File: src/rtl/i2c_mst_ctrl_byte_if.sv
// Host-side request/response bundle for the I2C byte sequencer.
// The master modport drives requests; the slave modport is the sequencer itself.
interface i2c_mst_ctrl_byte_if #(
    parameter int BYTE_W = 8
);
    logic              start;
    logic              stop;
    logic              read;
    logic              write;
    logic              ack_in;
    logic              rx_rd;
    logic [BYTE_W-1:0] din;
    logic              cmd_ack;
    logic              ack_out;
    logic [BYTE_W-1:0] dout;
    logic              busy;
    logic              al;

    modport master (
        output start, stop, read, write, ack_in, rx_rd, din,
        input  cmd_ack, ack_out, dout, busy, al
    );

    modport slave (
        input  start, stop, read, write, ack_in, rx_rd, din,
        output cmd_ack, ack_out, dout, busy, al
    );
endinterface

File: src/rtl/i2c_mst_ctrl_byte.sv
// Byte sequencer: turns host start/write/read/stop requests into bit-controller commands.
// Optional receive hold (SCL stretched while dout is unread): define I2C_MST_RX_HOLD_EN.
`ifndef I2C_CMD_NOP
`define I2C_CMD_NOP   4'b0000
`define I2C_CMD_START 4'b0001
`define I2C_CMD_STOP  4'b0010
`define I2C_CMD_WRITE 4'b0100
`define I2C_CMD_READ  4'b1000
`define I2C_CMD_WAIT  4'b0011
`endif

module i2c_mst_ctrl_byte #(
    parameter int BYTE_W = 8
) (
    input  logic                clk,
    input  logic                rst,
    i2c_mst_ctrl_byte_if.slave  host,
    output logic [3:0]          bit_cmd,
    input  logic                bit_cmd_ack,
    output logic                bit_din,
    input  logic                bit_dout,
    input  logic                bit_al
);
    localparam int CW = (BYTE_W > 1) ? $clog2(BYTE_W) : 1;

    typedef enum logic [2:0] {
        ST_IDLE,
        ST_START,
        ST_WRITE,
        ST_READ,
        ST_ACK,
        ST_STOP
`ifdef I2C_MST_RX_HOLD_EN
        , ST_HOLD
`endif
    } state_t;

    state_t            state;
    logic [BYTE_W-1:0] sr;
    logic [BYTE_W-1:0] dout_r;
    logic [CW-1:0]     cnt;
    logic              cmd_ack_r;
    logic              ack_out_r;
    logic              al_r;
    logic              req_done;
    logic              phase_go;

`ifdef I2C_MST_RX_HOLD_EN
    logic              rx_full;
`else
    logic              unused_rx_rd;
    assign unused_rx_rd = host.rx_rd;
`endif

    assign host.cmd_ack = cmd_ack_r;
    assign host.ack_out = ack_out_r;
    assign host.dout    = dout_r;
    assign host.al      = al_r;
    assign host.busy    = (state != ST_IDLE);

    // req_done: last phase acknowledged; phase_go: choose the data/stop phase
    always_comb begin
        req_done = 1'b0;
        phase_go = 1'b0;
        if (!bit_al) begin
            req_done = bit_cmd_ack &&
                       ((state == ST_START && !(host.read || host.write || host.stop)) ||
                        (state == ST_ACK && !host.stop) ||
                        (state == ST_STOP));
            phase_go = (state == ST_IDLE && !cmd_ack_r && !host.start &&
                        (host.read || host.write || host.stop)) ||
                       (state == ST_START && bit_cmd_ack);
        end
    end

    always_ff @(posedge clk) begin
        if (rst) begin
            state     <= ST_IDLE;
            bit_cmd   <= `I2C_CMD_NOP;
            bit_din   <= 1'b1;
            cmd_ack_r <= 1'b0;
            ack_out_r <= 1'b0;
            al_r      <= 1'b0;
            dout_r    <= '0;
            sr        <= '0;
            cnt       <= '0;
`ifdef I2C_MST_RX_HOLD_EN
            rx_full   <= 1'b0;
`endif
        end else begin
            cmd_ack_r <= 1'b0;
            al_r      <= 1'b0;
            if (!bit_al && state == ST_ACK && bit_cmd_ack && !host.read)
                ack_out_r <= bit_dout;

            if (bit_al) begin
                state     <= ST_IDLE;
                bit_cmd   <= `I2C_CMD_NOP;
                bit_din   <= 1'b1;
                al_r      <= 1'b1;
                cmd_ack_r <= 1'b1;
            end else if (req_done) begin
                state     <= ST_IDLE;
                bit_cmd   <= `I2C_CMD_NOP;
                bit_din   <= 1'b1;
                cmd_ack_r <= 1'b1;
`ifdef I2C_MST_RX_HOLD_EN
                if (host.read)
                    rx_full <= 1'b1;
`endif
            end else if (phase_go) begin
                if (host.read) begin
`ifdef I2C_MST_RX_HOLD_EN
                    if (rx_full) begin
                        state   <= ST_HOLD;
                        bit_cmd <= `I2C_CMD_WAIT;
                    end else
`endif
                    begin
                        state   <= ST_READ;
                        cnt     <= CW'(BYTE_W - 1);
                        bit_cmd <= `I2C_CMD_READ;
                        bit_din <= 1'b1;
                    end
                end else if (host.write) begin
                    state   <= ST_WRITE;
                    sr      <= host.din;
                    cnt     <= CW'(BYTE_W - 1);
                    bit_cmd <= `I2C_CMD_WRITE;
                    bit_din <= host.din[BYTE_W-1];
                end else begin
                    state   <= ST_STOP;
                    bit_cmd <= `I2C_CMD_STOP;
                    bit_din <= 1'b1;
                end
            end else begin
                case (state)
                    ST_IDLE: begin
                        if (host.start && !cmd_ack_r) begin
                            state   <= ST_START;
                            bit_cmd <= `I2C_CMD_START;
                        end
                    end
                    ST_WRITE: begin
                        if (bit_cmd_ack) begin
                            sr  <= {sr[BYTE_W-2:0], 1'b0};
                            cnt <= cnt - 1'b1;
                            if (cnt == '0) begin
                                state   <= ST_ACK;
                                bit_cmd <= `I2C_CMD_READ;
                                bit_din <= 1'b1;
                            end else begin
                                bit_din <= sr[BYTE_W-2];
                            end
                        end
                    end
                    ST_READ: begin
                        if (bit_cmd_ack) begin
                            sr  <= {sr[BYTE_W-2:0], bit_dout};
                            cnt <= cnt - 1'b1;
                            if (cnt == '0) begin
                                dout_r  <= {sr[BYTE_W-2:0], bit_dout};
                                state   <= ST_ACK;
                                bit_cmd <= `I2C_CMD_WRITE;
                                bit_din <= host.ack_in;
                            end
                        end
                    end
                    ST_ACK: begin
                        // completion without STOP is taken by req_done above
                        if (bit_cmd_ack) begin
                            state   <= ST_STOP;
                            bit_cmd <= `I2C_CMD_STOP;
                            bit_din <= 1'b1;
                        end
                    end
`ifdef I2C_MST_RX_HOLD_EN
                    ST_HOLD: begin
                        if (!rx_full) begin
                            state   <= ST_READ;
                            cnt     <= CW'(BYTE_W - 1);
                            bit_cmd <= `I2C_CMD_READ;
                            bit_din <= 1'b1;
                        end
                    end
`endif
                    default: ;
                endcase
            end
`ifdef I2C_MST_RX_HOLD_EN
            if (host.rx_rd)
                rx_full <= 1'b0;
`endif
        end
    end
endmodule

File: src/flat_wrapper.sv
// flat-port wrapper written by rule: the top's interface ports become plain ports
module i2c_mst_ctrl_byte_flat 
#(
    parameter int BYTE_W = 8
)
  (clk, rst, bit_cmd, bit_cmd_ack, bit_din, bit_dout, bit_al, host_start, host_stop, host_read, host_write, host_ack_in, host_rx_rd, host_din, host_cmd_ack, host_ack_out, host_dout, host_busy, host_al);
  i2c_mst_ctrl_byte_if #(.BYTE_W(BYTE_W)) host_i ();
  input  logic clk;
  input  logic rst;
  output logic [3:0] bit_cmd;
  input  logic bit_cmd_ack;
  output logic bit_din;
  input  logic bit_dout;
  input  logic bit_al;
  input wire logic [$bits(host_i.start)-1:0] host_start;
  input wire logic [$bits(host_i.stop)-1:0] host_stop;
  input wire logic [$bits(host_i.read)-1:0] host_read;
  input wire logic [$bits(host_i.write)-1:0] host_write;
  input wire logic [$bits(host_i.ack_in)-1:0] host_ack_in;
  input wire logic [$bits(host_i.rx_rd)-1:0] host_rx_rd;
  input wire logic [$bits(host_i.din)-1:0] host_din;
  output wire logic [$bits(host_i.cmd_ack)-1:0] host_cmd_ack;
  output wire logic [$bits(host_i.ack_out)-1:0] host_ack_out;
  output wire logic [$bits(host_i.dout)-1:0] host_dout;
  output wire logic [$bits(host_i.busy)-1:0] host_busy;
  output wire logic [$bits(host_i.al)-1:0] host_al;
  assign host_i.start = host_start;
  assign host_i.stop = host_stop;
  assign host_i.read = host_read;
  assign host_i.write = host_write;
  assign host_i.ack_in = host_ack_in;
  assign host_i.rx_rd = host_rx_rd;
  assign host_i.din = host_din;
  assign host_cmd_ack = host_i.cmd_ack;
  assign host_ack_out = host_i.ack_out;
  assign host_dout = host_i.dout;
  assign host_busy = host_i.busy;
  assign host_al = host_i.al;
  i2c_mst_ctrl_byte #(.BYTE_W(BYTE_W)) u_core (.clk(clk), .rst(rst), .host(host_i), .bit_cmd(bit_cmd), .bit_cmd_ack(bit_cmd_ack), .bit_din(bit_din), .bit_dout(bit_dout), .bit_al(bit_al));
endmodule
File: config.mk
export PLATFORM = sky130hd
export DESIGN_NAME = i2c_mst_ctrl_byte_flat
export DESIGN_NICKNAME = d
export VERILOG_FILES = /design/src/rtl/i2c_mst_ctrl_byte_if.sv /design/src/rtl/i2c_mst_ctrl_byte.sv /design/src/flat_wrapper.sv
export SDC_FILE = /design/constraint.sdc
export NUM_CORES = 1
export LEC_CHECK = 0
export BUFFER_PORTS_ARGS = -buffer_cell sky130_fd_sc_hd__buf_2
export CAP_MARGIN = 40
export CORE_MARGIN = 2
export CORE_UTILIZATION = 45
export DETAILED_ROUTE_END_ITERATION = 8
export PLACE_DENSITY = 0.71
export SLEW_MARGIN = 20
export SYNTH_ARGS = -nofsm -noshare
export SYNTH_HDL_FRONTEND = slang
export SYNTH_SLANG_ARGS = --single-unit
File: constraint.sdc
create_clock -name clk -period 1.8 [get_ports clk]
set_input_delay 0.54 -clock clk [delete_from_list [all_inputs] [get_ports clk]]
set_output_delay 0.54 -clock clk [all_outputs]
set_load 0.01 [all_outputs]
After elaboration in Yosys (flattened, before gate mapping)
Index checks and enable logic that the tools add are counted.
{"block": "word_totals", "reg_bits": 29, "latchBits": 0, "mem_bits_rw": 0, "mem_bits_ro": 0, "in_bits": 19, "out_inout_bits": 17, "mem_count": 0}
{"block": "op_classes", "n_addsub": 1, "mul": 0, "div_mod_pow": 0, "n_lt_le_gt_ge": 0, "eq_ne": 16, "n_shift": 0, "muxes": 43, "bitwise_logic": 3, "reduce_logical": 39}
{"cell": "$mux W3", "n": 13}
{"cell": "$mux W7", "n": 5}
{"cell": "$mux W4", "n": 8}
{"cell": "$pmux W4 S4", "n": 1}
{"cell": "$reduce_and A5 Y1", "n": 3}
{"cell": "$pmux W7 S2", "n": 1}
{"cell": "$reduce_and A7 Y1", "n": 2}
{"cell": "$mux W1", "n": 13}
{"cell": "$ne A3 B1 Y1 const B", "n": 4}
{"cell": "$ne A3 B2 Y1 const B", "n": 4}
{"cell": "$logic_and A1 B1 Y1", "n": 11}
{"cell": "$pmux W3 S3", "n": 1}
{"cell": "$reduce_bool A4 Y1", "n": 2}
{"cell": "$eq A3 B2 Y1 const B", "n": 2}
{"cell": "$eq A3 B3 Y1 const B", "n": 2}
{"cell": "$logic_not A1 Y1", "n": 6}
{"cell": "$logic_not A3 Y1", "n": 2}
{"cell": "$reduce_and A6 Y1", "n": 1}
{"cell": "$reduce_bool A3 Y1", "n": 2}
{"cell": "$logic_or A1 B1 Y1", "n": 5}
{"cell": "$reduce_bool A5 Y1", "n": 1}
{"cell": "$ne A2 B2 Y1 const B", "n": 2}
{"cell": "$reduce_bool A2 Y1", "n": 2}
{"cell": "$eq A3 B1 Y1 const B", "n": 1}
{"cell": "other kinds (6)", "n": 8}

Depth between registers and ports, before layout
{"block": "depth", "ltp_word": 10, "ltp_mapped": 8}

Worst setup path after synthesis
Ideal clock, no wire load.
{"block": "synth_timing", "path_kind": "input port to flip-flop", "start": "input bit_cmd_ack", "end": "register u_core.bit_din", "arrival_time_ns": 1.765, "t_required_ns": 1.677, "slack_ns": -0.089, "cell_stages": 7, "n_path_buf": 2, "path_cell_list": "buf_2 nand2_1 nor4_2 or4_1 buf_2 nor4_2 a21oi_1"}
{"block": "synth_between", "elab_chain_len": 5}
{"element": "start, declared", "line_no": "flat_wrapper.sv:11", "text": "input logic bit_cmd_ack;"}
{"element": "$logic_and A1 B1 Y1", "line_no": "i2c_mst_ctrl_byte.sv:72", "text": "(state == ST_START && bit_cmd_ack);"}
{"element": "$logic_or A1 B1 Y1", "line_no": "i2c_mst_ctrl_byte.sv:71", "text": "(host.read || host.write || host.stop)) ||"}
{"element": "$mux W1", "line_no": "i2c_mst_ctrl_byte.sv:65", "text": "if (!bit_al) begin"}
{"element": "$ne A3 B1 Y1 (no line), or another cell as far along"}
{"element": "$reduce_and A5 Y1 (no line)"}
{"element": "end signal, assigned", "line_no": "i2c_mst_ctrl_byte.sv:130", "text": "bit_din <= host.din[BYTE_W-1];"}
{"element": "end signal, assigned", "line_no": "i2c_mst_ctrl_byte.sv:153", "text": "bit_din <= sr[BYTE_W-2];"}
{"element": "end signal, assigned", "line_no": "i2c_mst_ctrl_byte.sv:165", "text": "bit_din <= host.ack_in;"}
{"element": "end, declared", "line_no": "i2c_mst_ctrl_byte.sv:20", "text": "output logic bit_din,"}
Parallel ways exist; a longest one is shown, timed or not.
A chain may end at the register's enable or synchronous reset.

Worst setup path in the final report
{"block": "layout_timing", "start": "register u_core.state[0]", "end": "output host_busy"}
{"block": "layout_between", "elab_chain_len": 1}
{"element": "start, declared", "line_no": "i2c_mst_ctrl_byte.sv:38", "text": "state_t state;"}
{"element": "start signal, assigned", "line_no": "i2c_mst_ctrl_byte.sv:78", "text": "state <= ST_IDLE;"}
{"element": "start signal, assigned", "line_no": "i2c_mst_ctrl_byte.sv:97", "text": "state <= ST_IDLE;"}
{"element": "start signal, assigned", "line_no": "i2c_mst_ctrl_byte.sv:103", "text": "state <= ST_IDLE;"}
{"element": "$reduce_bool A3 Y1", "line_no": "i2c_mst_ctrl_byte.sv:59", "text": "assign host.busy = (state != ST_IDLE);"}
{"element": "end, declared", "line_no": "flat_wrapper.sv:25", "text": "output wire logic [$bits(host_i.busy)-1:0] host_busy;"}
No other way between the ends.

==> results.toml <==
[synth]
netlist_top_cells_area = "sky130_fd_sc_hd__dfxtp_1 (37%), sky130_fd_sc_hd__mux2i_1 (6.4%), sky130_fd_sc_hd__nor2_1 (5.0%)"
synth-simple-area-share_pct = 28.3
synth_area_leader_cell = "sky130_fd_sc_hd__dfxtp_1"
async_reset_ff_share_pct = 0
yosys-mux-area-fraction_pct = 7.10
synth-edff-count = 0
ys_ff_latch = 29
synthMostInstantiatedCell = "sky130_fd_sc_hd__dfxtp_1"
synth.top_cell.area_share_pct = 37.0
synth_top_family_by_area = "simple AND/OR/NAND/NOR gates"
mappedNetlistNets = 202
synth_compound_gate_area_share_pct = 20.6
yosys-top-cells-count = "sky130_fd_sc_hd__dfxtp_1 (29), sky130_fd_sc_hd__nor2_1 (21), sky130_fd_sc_hd__nand2_1 (19), sky130_fd_sc_hd__a21oi_1 (15), sky130_fd_sc_hd__mux2i_1 (10)"
synthCells = 181
synthesis.yosys.warnings = 0
yosys.area_share.adder_pct = 1.60
synth.cell_area_mm2 = 0.00157
ys_dominant_reg_cell = "sky130_fd_sc_hd__dfxtp_1"
synth_seq_area_share_pct = 37.0
synth-xor-area-share_pct = 0
synthesis.area_per_instance_um2 = 8.66
yosysUniqueCellTypes = 49

[placed_design]
dp_cells = 288
port-buffer-count = 34
place.gp.congestion = 0.906
post_detailed_placement_half_perimeter_wirelength_um = 3000
place_worst_setup_slack_ps = -224

[drt]
routed_wl_um = 4520
detail_route.vias_per_cell = 5.46
route.vias.total = 1655
drtIter0Drc = 110
drc_errors = 0
wire_per_inst_um = 14.9
antenna_violating_nets_post_route = 0
drt_first_pass_iters = 4

[pwr]
power.combinational.fraction_pct = 26.4
vdd.ir_drop.worst_v = 0.000489
cellInternalPower_uw = 1010
sw_frac_of_total_pct = 31.9
p_clk_share_pct = 27.0
power.density_cell_area_mw_per_mm2 = 639
cellLeakagePower_uw = 0.000967
p_sw_uw = 471
seq_power_share_pct = 46.6

[hold_path]
cell_count_of_the_worst_hold_path = 2
min-delay-path-class = "reg -> reg"
hold_end = "u_core.bit_cmd[3]"
hold_start = "u_core.bit_cmd[3]"

[final_layout]
layout.cells.non_filler = 303
antenna_cells = 0
utilization_pct = 69.3
nFillCells = 276
multi_input_comb_area_mm2 = 0.00104
layout-area-overhead-vs-synth_pct = 47.4
final_nets = 277
fraction_of_final_layout_cells_sized_beyond_drive_strength_1_pct = 49.0
area.sequential_um2 = 588

[run_status]
run_status = "complete, but fails checks"
violations_in_the_final_reports = "setup timing"

[sta]
max-slew-margin-rel_pct = 78.7
setup_ws_ps = -54.0
rsz0062_at_grt = "true"
slew_viol_final = 0
maximum_operating_frequency_ghz = 0.539
worst_pin_slew_ps = 317
setup_total_negative_slack_ps = -54.0
fin_crit_sh_pct = 103
timing.final.crit_period_ps = 1850
final_setup_violation_count = 1
final_hold_viol_count = 0
final.setup_skew_ps = 9.05

[critical_path]
setup.worst_path.class = "reg -> out"
r2r_end = "u_core.cnt[0]"
cpMaxStageDelayCell = "sky130_fd_sc_hd__or3_1"
critPathLaunchType = "register"
critical_path.cell_chain = "buf_6 -> or3_1 -> buf_2"
flop2flop_setup_slack_ps = 40
worst_r2r_path_depth = 5
worst_stage_delay_on_the_critical_path_ps = 360
worstSetupEndpointType = "output port"
cp_data_arrival_time_ps = 1310
required_ps = 1260
crit_path_max_fanout = 3
critical_path.reg2reg.startpoint = "u_core.state[1]"

[die]
die_width_um = 63.0
area_enclosed_by_the_die_boundary_mm2 = 0.00397
starting_density_of_the_core_pct = 47.0
core_area_mm2 = 0.00334
floorplan.io_pins = 36
std_cell_rows = 21
die_height_um = 63.0

[global_route]
global_route_wire_length_before_repair_um = 7450
initial_antenna_violation_count = 0
global_route.usage.total_pct = 24.2
pin_count_of_the_biggest_net_entering_global_routing = 23
grt-ovfl-total = 0
number_of_global_route_vias_before_repair = 1563

[clocking]
clock_tree.root_cell = "sky130_fd_sc_hd__clkbuf_4"
cts_buffer_depth = 2
path_clk_slew_ps = 100
cts_htree_levels = 2
tritoncts = "built"
tritoncts_num_sinks = 29
cts_inserted_buffers = 5
insertion_delay_ps = 340

[job]
maxCapViolCount = 0
-- layout make-up --
cell class / instances / area share, %
sequential: 29 / 25.4
clock inverter: 3 / 0.758
clock buffer: 5 / 1.62
inverter: 4 / 0.650
tap: 46 / 2.49
multi-input combinational: 136 / 45.0
timing repair buffer: 80 / 24.0
-- critical path: cells and delay by family (launching register included) --
kind / cells / cell delay, ps
AND/OR/NAND/NOR: 1 / 360
buffers and inverters: 2 / 260
flip-flops: 1 / 340
-- layout by cell type, fill, tap and decap left out, types with 2 or more instances in the layout --
cell / count
sky130_fd_sc_hd__a211oi_1: 2
sky130_fd_sc_hd__a21oi_1: 10
sky130_fd_sc_hd__a21oi_2: 5
sky130_fd_sc_hd__a311oi_2: 6
sky130_fd_sc_hd__a31oi_1: 3
sky130_fd_sc_hd__and2_1: 2
sky130_fd_sc_hd__and2_4: 2
sky130_fd_sc_hd__and3_1: 2
sky130_fd_sc_hd__buf_2: 34
sky130_fd_sc_hd__buf_4: 39
sky130_fd_sc_hd__buf_6: 5
sky130_fd_sc_hd__clkbuf_4: 5
sky130_fd_sc_hd__clkinv_2: 2
sky130_fd_sc_hd__dfxtp_1: 25
sky130_fd_sc_hd__dfxtp_2: 3
sky130_fd_sc_hd__ha_1: 2
sky130_fd_sc_hd__inv_1: 4
sky130_fd_sc_hd__mux2i_1: 10
sky130_fd_sc_hd__nand2_1: 18
sky130_fd_sc_hd__nand2b_1: 3
sky130_fd_sc_hd__nand3_1: 3
sky130_fd_sc_hd__nor2_1: 21
sky130_fd_sc_hd__nor2b_1: 2
sky130_fd_sc_hd__nor3_1: 3
sky130_fd_sc_hd__nor3_4: 3
sky130_fd_sc_hd__nor4_2: 2
sky130_fd_sc_hd__o21a_1: 4
sky130_fd_sc_hd__o21ai_0: 2
sky130_fd_sc_hd__o31ai_1: 2
sky130_fd_sc_hd__or3_4: 3
-- power by group through the flow --
stage                     clock network (uW)  logic (uW)  registers [uW]
final                                    399         390             688
after global routing                     432         422             691
after CTS                                409         338             685
after detailed placement                   0         321             701
after global placement                     0         316             700
after floorplan                            0         187             699
-- kinds of logic after synthesis --
kind of cell | Yosys count
AO/OA/AOI/OAI | 46
adder cells (fa/ha/maj) | 2
buffers and inverters | 16
flip-flops | 29
multiplexers | 11
AND/OR/NAND/NOR | 77
-- state kept, by name, indices dropped and copies added (netlist names) --
name	count
u_core.host.dout	8
u_core.sr	7
u_core.bit_cmd	4
u_core.cnt	3
u_core.state	3
u_core.bit_din	1
u_core.host.ack_out	1
u_core.host.al	1
u_core.host.cmd_ack	1
-- through the flow --
step	power [uW]	cell area, um2	hold slack [ps]
floorplan	886	1590	441
global placement	1020	2040	446
detailed placement	1020	2040	453
CTS	1430	2180	441
global route	1550	2310	476
finish	1480	2310	469
-- worst max path at each step --
stage	from	to	slack, ps	cells past startpoint
2_1_floorplan	bit_al	u_core.cnt[0]	-4	5
3_3_place_gp	host_start	u_core.cnt[1]	-200	7
3_5_place_dp	host_start	u_core.sr[3]	-220	7
4_1_cts	u_core.state[0]	host_busy	-60	3
5_1_grt	u_core.state[0]	host_busy	-90	3
6_report	u_core.state[0]	host_busy	-50	3
-- layer usage --
metal  vias to the layer above  track usage, %  part of all wire, %
li1                        807               -                    -
met1                       790            29.6                   43
met2                        53            41.1                   50
met3                         5            5.95                  5.3
met4                         0            8.33                  1.4
met5                         -               0                    0
-- what timing repair did --
item,4_1_cts,5_1_grt
gates resized for setup,9,27
gates cloned,0,0
buffers inserted,7,0
pin swaps,1,9
hold endpoints to repair,0,0
hold buffers,0,0
endpoints found under the setup margin,2,15
Power figures use the tool's default switching activity.
